===== src/rtl/u_divider_8bit.sv =====
// u_divider_8bit: sequential unsigned restoring divider.
// Produces one quotient bit per clock. Dividend a and divisor b are sampled on
// the accepting edge. quot and rem are valid while eop is high.
// All state updates happen on the falling edge of clock, the same edge the
// companion shift-add multiplier uses.
// Optional build macro U_DIVIDER_DIV_ZERO_FLAG_EN adds a dbz output and a
// one-cycle fast path for a zero divisor.
module u_divider_8bit #(
  parameter int WIDTH = 8
) (
  input  logic             clock,
  input  logic             reset,
  input  logic             start,
  input  logic [WIDTH-1:0] a,
  input  logic [WIDTH-1:0] b,
  output logic [WIDTH-1:0] quot,
  output logic [WIDTH-1:0] rem,
  output logic             busy,
`ifdef U_DIVIDER_DIV_ZERO_FLAG_EN
  output logic             dbz,
`endif
  output logic             eop
);

  localparam int CW = $clog2(WIDTH + 1);

  typedef enum logic [1:0] {
    IDLE = 2'd0,
    CALC = 2'd1,
    DONE = 2'd2
  } state_t;

  state_t           state;
  state_t           state_next;
  logic [CW-1:0]    count;
  logic [WIDTH-1:0] divisor;
  logic             accept;

  // One restoring step. The partial remainder is widened by one bit so that
  // the shifted-out MSB of rem takes part in the compare.
  logic [WIDTH:0]   t;
  logic             ge;
  logic [WIDTH-1:0] rem_sub;
  logic [WIDTH-1:0] rem_step;

  assign accept = start && ((state == IDLE) || (state == DONE));

  assign t  = {rem, quot[WIDTH-1]};
  assign ge = (t >= {1'b0, divisor});
  // When ge holds, the true difference is below divisor and fits in WIDTH
  // bits. Modular subtraction of the low bits therefore gives the exact result.
  assign rem_sub  = t[WIDTH-1:0] - divisor;
  assign rem_step = ge ? rem_sub : t[WIDTH-1:0];

  // State register; reset overrides everything, including a running division
  always_ff @(negedge clock) begin
    if (reset) begin
      state <= IDLE;
    end else begin
      state <= state_next;
    end
  end

  // Next-state logic
  always_comb begin
    state_next = state;
    case (state)
      IDLE: begin
        if (start) begin
          state_next = CALC;
        end
      end
      CALC: begin
`ifdef U_DIVIDER_DIV_ZERO_FLAG_EN
        if (dbz || (count == CW'(1))) begin
          state_next = DONE;
        end
`else
        if (count == CW'(1)) begin
          state_next = DONE;
        end
`endif
      end
      DONE: begin
        state_next = start ? CALC : IDLE;
      end
      default: begin
        state_next = IDLE;
      end
    endcase
  end

  // Output decode: busy during iteration, eop for the single DONE cycle
  always_comb begin
    busy = 1'b0;
    eop  = 1'b0;
    case (state)
      CALC:    busy = 1'b1;
      DONE:    eop  = 1'b1;
      default: begin
        busy = 1'b0;
        eop  = 1'b0;
      end
    endcase
  end

  // Working registers: quot doubles as the dividend shift register
  always_ff @(negedge clock) begin
    if (reset) begin
      quot  <= '0;
      rem   <= '0;
      count <= '0;
    end else if (accept) begin
      quot  <= a;
      rem   <= '0;
      count <= CW'(WIDTH);
    end else if (state == CALC) begin
`ifdef U_DIVIDER_DIV_ZERO_FLAG_EN
      if (dbz) begin
        // Result that the full iteration would produce for a zero divisor
        quot <= '1;
        rem  <= quot;
      end else begin
        quot <= {quot[WIDTH-2:0], ge};
        rem  <= rem_step;
      end
`else
      quot  <= {quot[WIDTH-1-1:0], ge};
      rem   <= rem_step;
`endif
      count <= count - CW'(1);
    end
  end

  // The divisor is only ever read in CALC, after it has been loaded, so it
  // needs no reset
  always_ff @(negedge clock) begin
    if (accept) begin
      divisor <= b;
    end
  end

`ifdef U_DIVIDER_DIV_ZERO_FLAG_EN
  // Divide-by-zero flag, captured with the operands
  always_ff @(negedge clock) begin
    if (reset) begin
      dbz <= 1'b0;
    end else if (accept) begin
      dbz <= (b == '0);
    end
  end
`endif

endmodule


===== config.mk =====
export PLATFORM = sky130hd
export DESIGN_NAME = u_divider_8bit
export DESIGN_NICKNAME = d
export VERILOG_FILES = /design/src/rtl/u_divider_8bit.sv
export SDC_FILE = /design/constraint.sdc
export NUM_CORES = 1
export LEC_CHECK = 0
export ABC_AREA = 1
export BUFFER_PORTS_ARGS = -buffer_cell sky130_fd_sc_hd__buf_2
export CORE_ASPECT_RATIO = 0.5
export CORE_MARGIN = 1.5
export CORE_UTILIZATION = 35
export DETAILED_ROUTE_END_ITERATION = 16
export MAX_ROUTING_LAYER = met4
export SYNTH_ARGS = -nofsm -noshare
export SYNTH_HDL_FRONTEND = slang
export SYNTH_SLANG_ARGS = --single-unit
export TNS_END_PERCENT = 100

===== constraint.sdc =====
create_clock -name clock -period 4.5 [get_ports clock]
set_input_delay 0.9 -clock clock [delete_from_list [all_inputs] [get_ports clock]]
set_output_delay 0.9 -clock clock [all_outputs]
set_load 0.01 [all_outputs]

; ---- Word-level counts from Yosys, hierarchy flattened
; Index checks and enable logic that the tools add are counted.
[word_totals]
regBits = 30
latchBits = 0
ram_bits = 0
rom_bits = 0
inputBits = 19
output_inout_bits = 18
word_cells = 31
memories = 0
[classes]
addsub = 2
n_mul = 0
div_mod_pow = 0
magnitude_cmp = 1
eq_ne = 5
shifts = 0
muxes = 11
bitwise = 0
reduce_logical = 6
[op_table]
columns = op, n
row1 = 8-bit two-way mux, 3
row2 = 9-bit by 8-bit >= comparator with 1-bit output, 1
row3 = 4-bit two-way mux, 2
row4 = 8-bit subtractor, 1
row5 = 2-bit one-hot mux with 3 select lines, 1
row6 = "4-bit by 1-bit == test with 1-bit output, second input constant", 1
row7 = 2-bit two-way mux, 2
row8 = "2-bit != test, second input constant", 2
row9 = "4-bit by 1-bit subtractor with 4-bit output, second input constant", 1
row10 = 1-bit two-way mux, 3
row11 = "2-bit by 1-bit == test with 1-bit output, second input constant", 1
row12 = "2-bit == test, second input constant", 1
row13 = 2-bit zero test, 1
row14 = 2-bit AND reduction, 1
row15 = 2-bit nonzero test, 1
row16 = 2-bit OR reduction, 1
row17 = 1-bit logical AND, 1
row18 = 1-bit logical OR, 1

; ---- Logic depth before layout (Yosys ltp)
[depth]
ltp_word = 4
depth_mapped = 13

==> impl_metrics.tcl <==
set metrics [dict create \
    clock_latency_ns 0.34 \
    grt_max_degree 23 \
    vias_per_cell 4.58 \
    timing.setup.tns_ns 0 \
    htreeDepth 2 \
    tritoncts "done" \
    syn_nets 267 \
    cts.sinks 30 \
    wl_per_cell_um 11.2 \
    syn_to_final_growth_pct 26.2 \
    grt_pass1_wl_um 6800 \
    chipHeight_um 54.0 \
    cts_root_buf "clkbuf_8" \
    syn_area_um2 1820 \
    fin_skew_ns 0.0104 \
    gp_congestion 0.867 \
    die_x_um 105 \
    yosysTopAreaCellShare 0.242 \
    drtAntennaViolNets 0 \
    post_cts_resized 0 \
    synth-edff-count 8 \
    syn_inst 237 \
    num_vias 1731 \
    rows 18 \
    synth.area.top_cells "dfxtp_1 (24%), edfxtp_1 (13%), nand2_1 (11%), inv_1 (8.0%), ha_1 (6.9%)" \
    grt_pass1_vias 1611 \
    worstPathRequired_ns 3.60 \
    ys_ff_latch 30 \
    yosys_warnings 0 \
    setup_viol 0 \
    p_total_uw 791 \
    p_sw_frac 0.316 \
    ys_seq_area_frac 0.374 \
    hold_violations 0 \
    grt_overflow 0 \
    p_seq_frac 0.387 \
    async_flop_share 0 \
    peakVddDrop_uv 221 \
    yosysTopAreaCell "dfxtp_1" \
    slew_violations 0 \
    layout.nets 337 \
    rsz0062_at_grt "no" \
    cap_violations 0 \
    diodes 0 \
    die-area_um2 5670 \
    cp_max_fo 2 \
    routed_wl_um 4250 \
    port_buffers 36 \
    p_leak_uw 0.00124 \
    drive_above_1_share 0.224 \
    max-slew-margin-rel 0.765 \
    post_cts_buffers 0 \
    syn-mean-instance-area_um2 7.68 \
    antenna_found_initial 0 \
    power_density_nw_per_um2 344 \
    criticalPathCategory "flop to output pin" \
    comb_power_share 0.154 \
    coreArea_um2 4950 \
    utilization 0.464 \
    first_pass_iters 4 \
    p_int_uw 541 \
    cts_buffers 5 \
    grt_util_all_layers 0.157 \
    final.fill_count 513 \
    power.switching_uw 250 \
    boundaryPins 37 \
    status "finished clean" \
    startpoint_type "flop" \
    hpwlAfterDp_um 3060 \
    synthFlopType "dfxtp_1" \
    end_kind "output pin" \
    drc 0 \
    clkPwrFrac 0.459 \
    path_clk_slew_ns 0.04 \
    drt-initial-drc-count 73 \
    worstMarginPinSlew_ns 0.352 \
    hp-class "flop to flop" \
    holdBufCountCts 0 \
    crit_arrival_ns 3.22 \
    synth.distinct_cells 33 \
    clockBufferDepth 2 \
    start_util 0.367 \
]
critical path: stages (launching register included):
cell     delay [ns]
dfxtp_1        0.33
inv_2          0.04
nor2_1         0.11
buf_2          0.15
placed cells by master, fill, tap and decap left out, types with 8 or more instances in the layout:
master	Yosys	layout
inv_1	39	69
nand2_1	54	54
buf_2	0	36
dfxtp_1	22	22
nand3_1	15	15
nor2_1	13	13
a21oi_1	12	12
ha_1	10	10
nand3_2	9	9
edfxtp_1	8	8
area by class of cell:
cell class                 instances  area, um^2  share of cell area
clock inverter                    33         151              0.0659
clock buffer                       5        68.8              0.0300
inverter                          42         158              0.0686
timing repair buffer              40         210              0.0915
tap                               70        87.6              0.0381
multi-input combinational        158         941               0.410
sequential                        30         681               0.296
cells in the mapped netlist, types with 3 or more instances:
master and n:
inv_2 3, nand3_2 9, edfxtp_1 8, nor2_1 13
dfxtp_1 22, nand4_1 3, o21ai_0 6, o221ai_1 4
a21oi_1 12, clkbuf_1 3, or2_1 5, ha_1 10
nand2_2 3, nand3_1 15, a31oi_1 4, nand2_1 54
inv_1 39
logic make-up after synthesis:
family          share of synthesized area
flops                               0.374
fa+ha+maj                          0.0797
compound gates                      0.118
buf+inv                             0.109
xor+xnor                           0.0192
simple gates                        0.300
stage by stage:
stage	instance area (um^2)	std cells	hold slack, ns	worst slack [ns]
floorplan	1820	237	0.458	0.440
global placement	2080	341	0.481	0.416
detailed placement	2080	341	0.479	0.372
CTS	2300	378	0.488	0.350
global route	2300	378	0.499	0.279
finish	2300	378	0.486	0.377
final timing paths:
kind | from | cells past startpoint | end | slack (ns)
worst max-delay path | state[0]$_SDFFE_NP0P_ | 3 | busy | 0.38
worst min-delay path | count[0]$_SDFFE_NP0P_ | 2 | count[0]$_SDFFE_NP0P_ | 0.49
worst max register to register | divisor[4]$_DFFE_NP_ | 11 | rem[1]$_SDFFE_NP0P_ | 2.68
worst min register to register | count[0]$_SDFFE_NP0P_ | 2 | count[0]$_SDFFE_NP0P_ | 0.49
per-layer routing:
layer | global-route usage | vias up | share of wire
met4 | 0.0799 | 0 | 0.0049
met3 | 0.0533 | 2 | 0.052
met1 | 0.192 | 775 | 0.49
met2 | 0.235 | 41 | 0.46
li1 | - | 913 | -
met5 | - | - | 0
sequential cells by signal, summed over array words and instances, names as in the netlist:
name,cells
rem,8
divisor,8
state,2
count,4
quot,8
power groups by stage:
stage               Sequential [uW]  Clock [uW]  Combinational, uW
global route                    308         405                136
finish                          306         363                122
detailed placement              310        41.9                120
floorplan                       313        41.9               79.0
global placement                310        41.9                118
CTS                             306         377                122
Note: power is estimated with default switching activity, not from simulation.
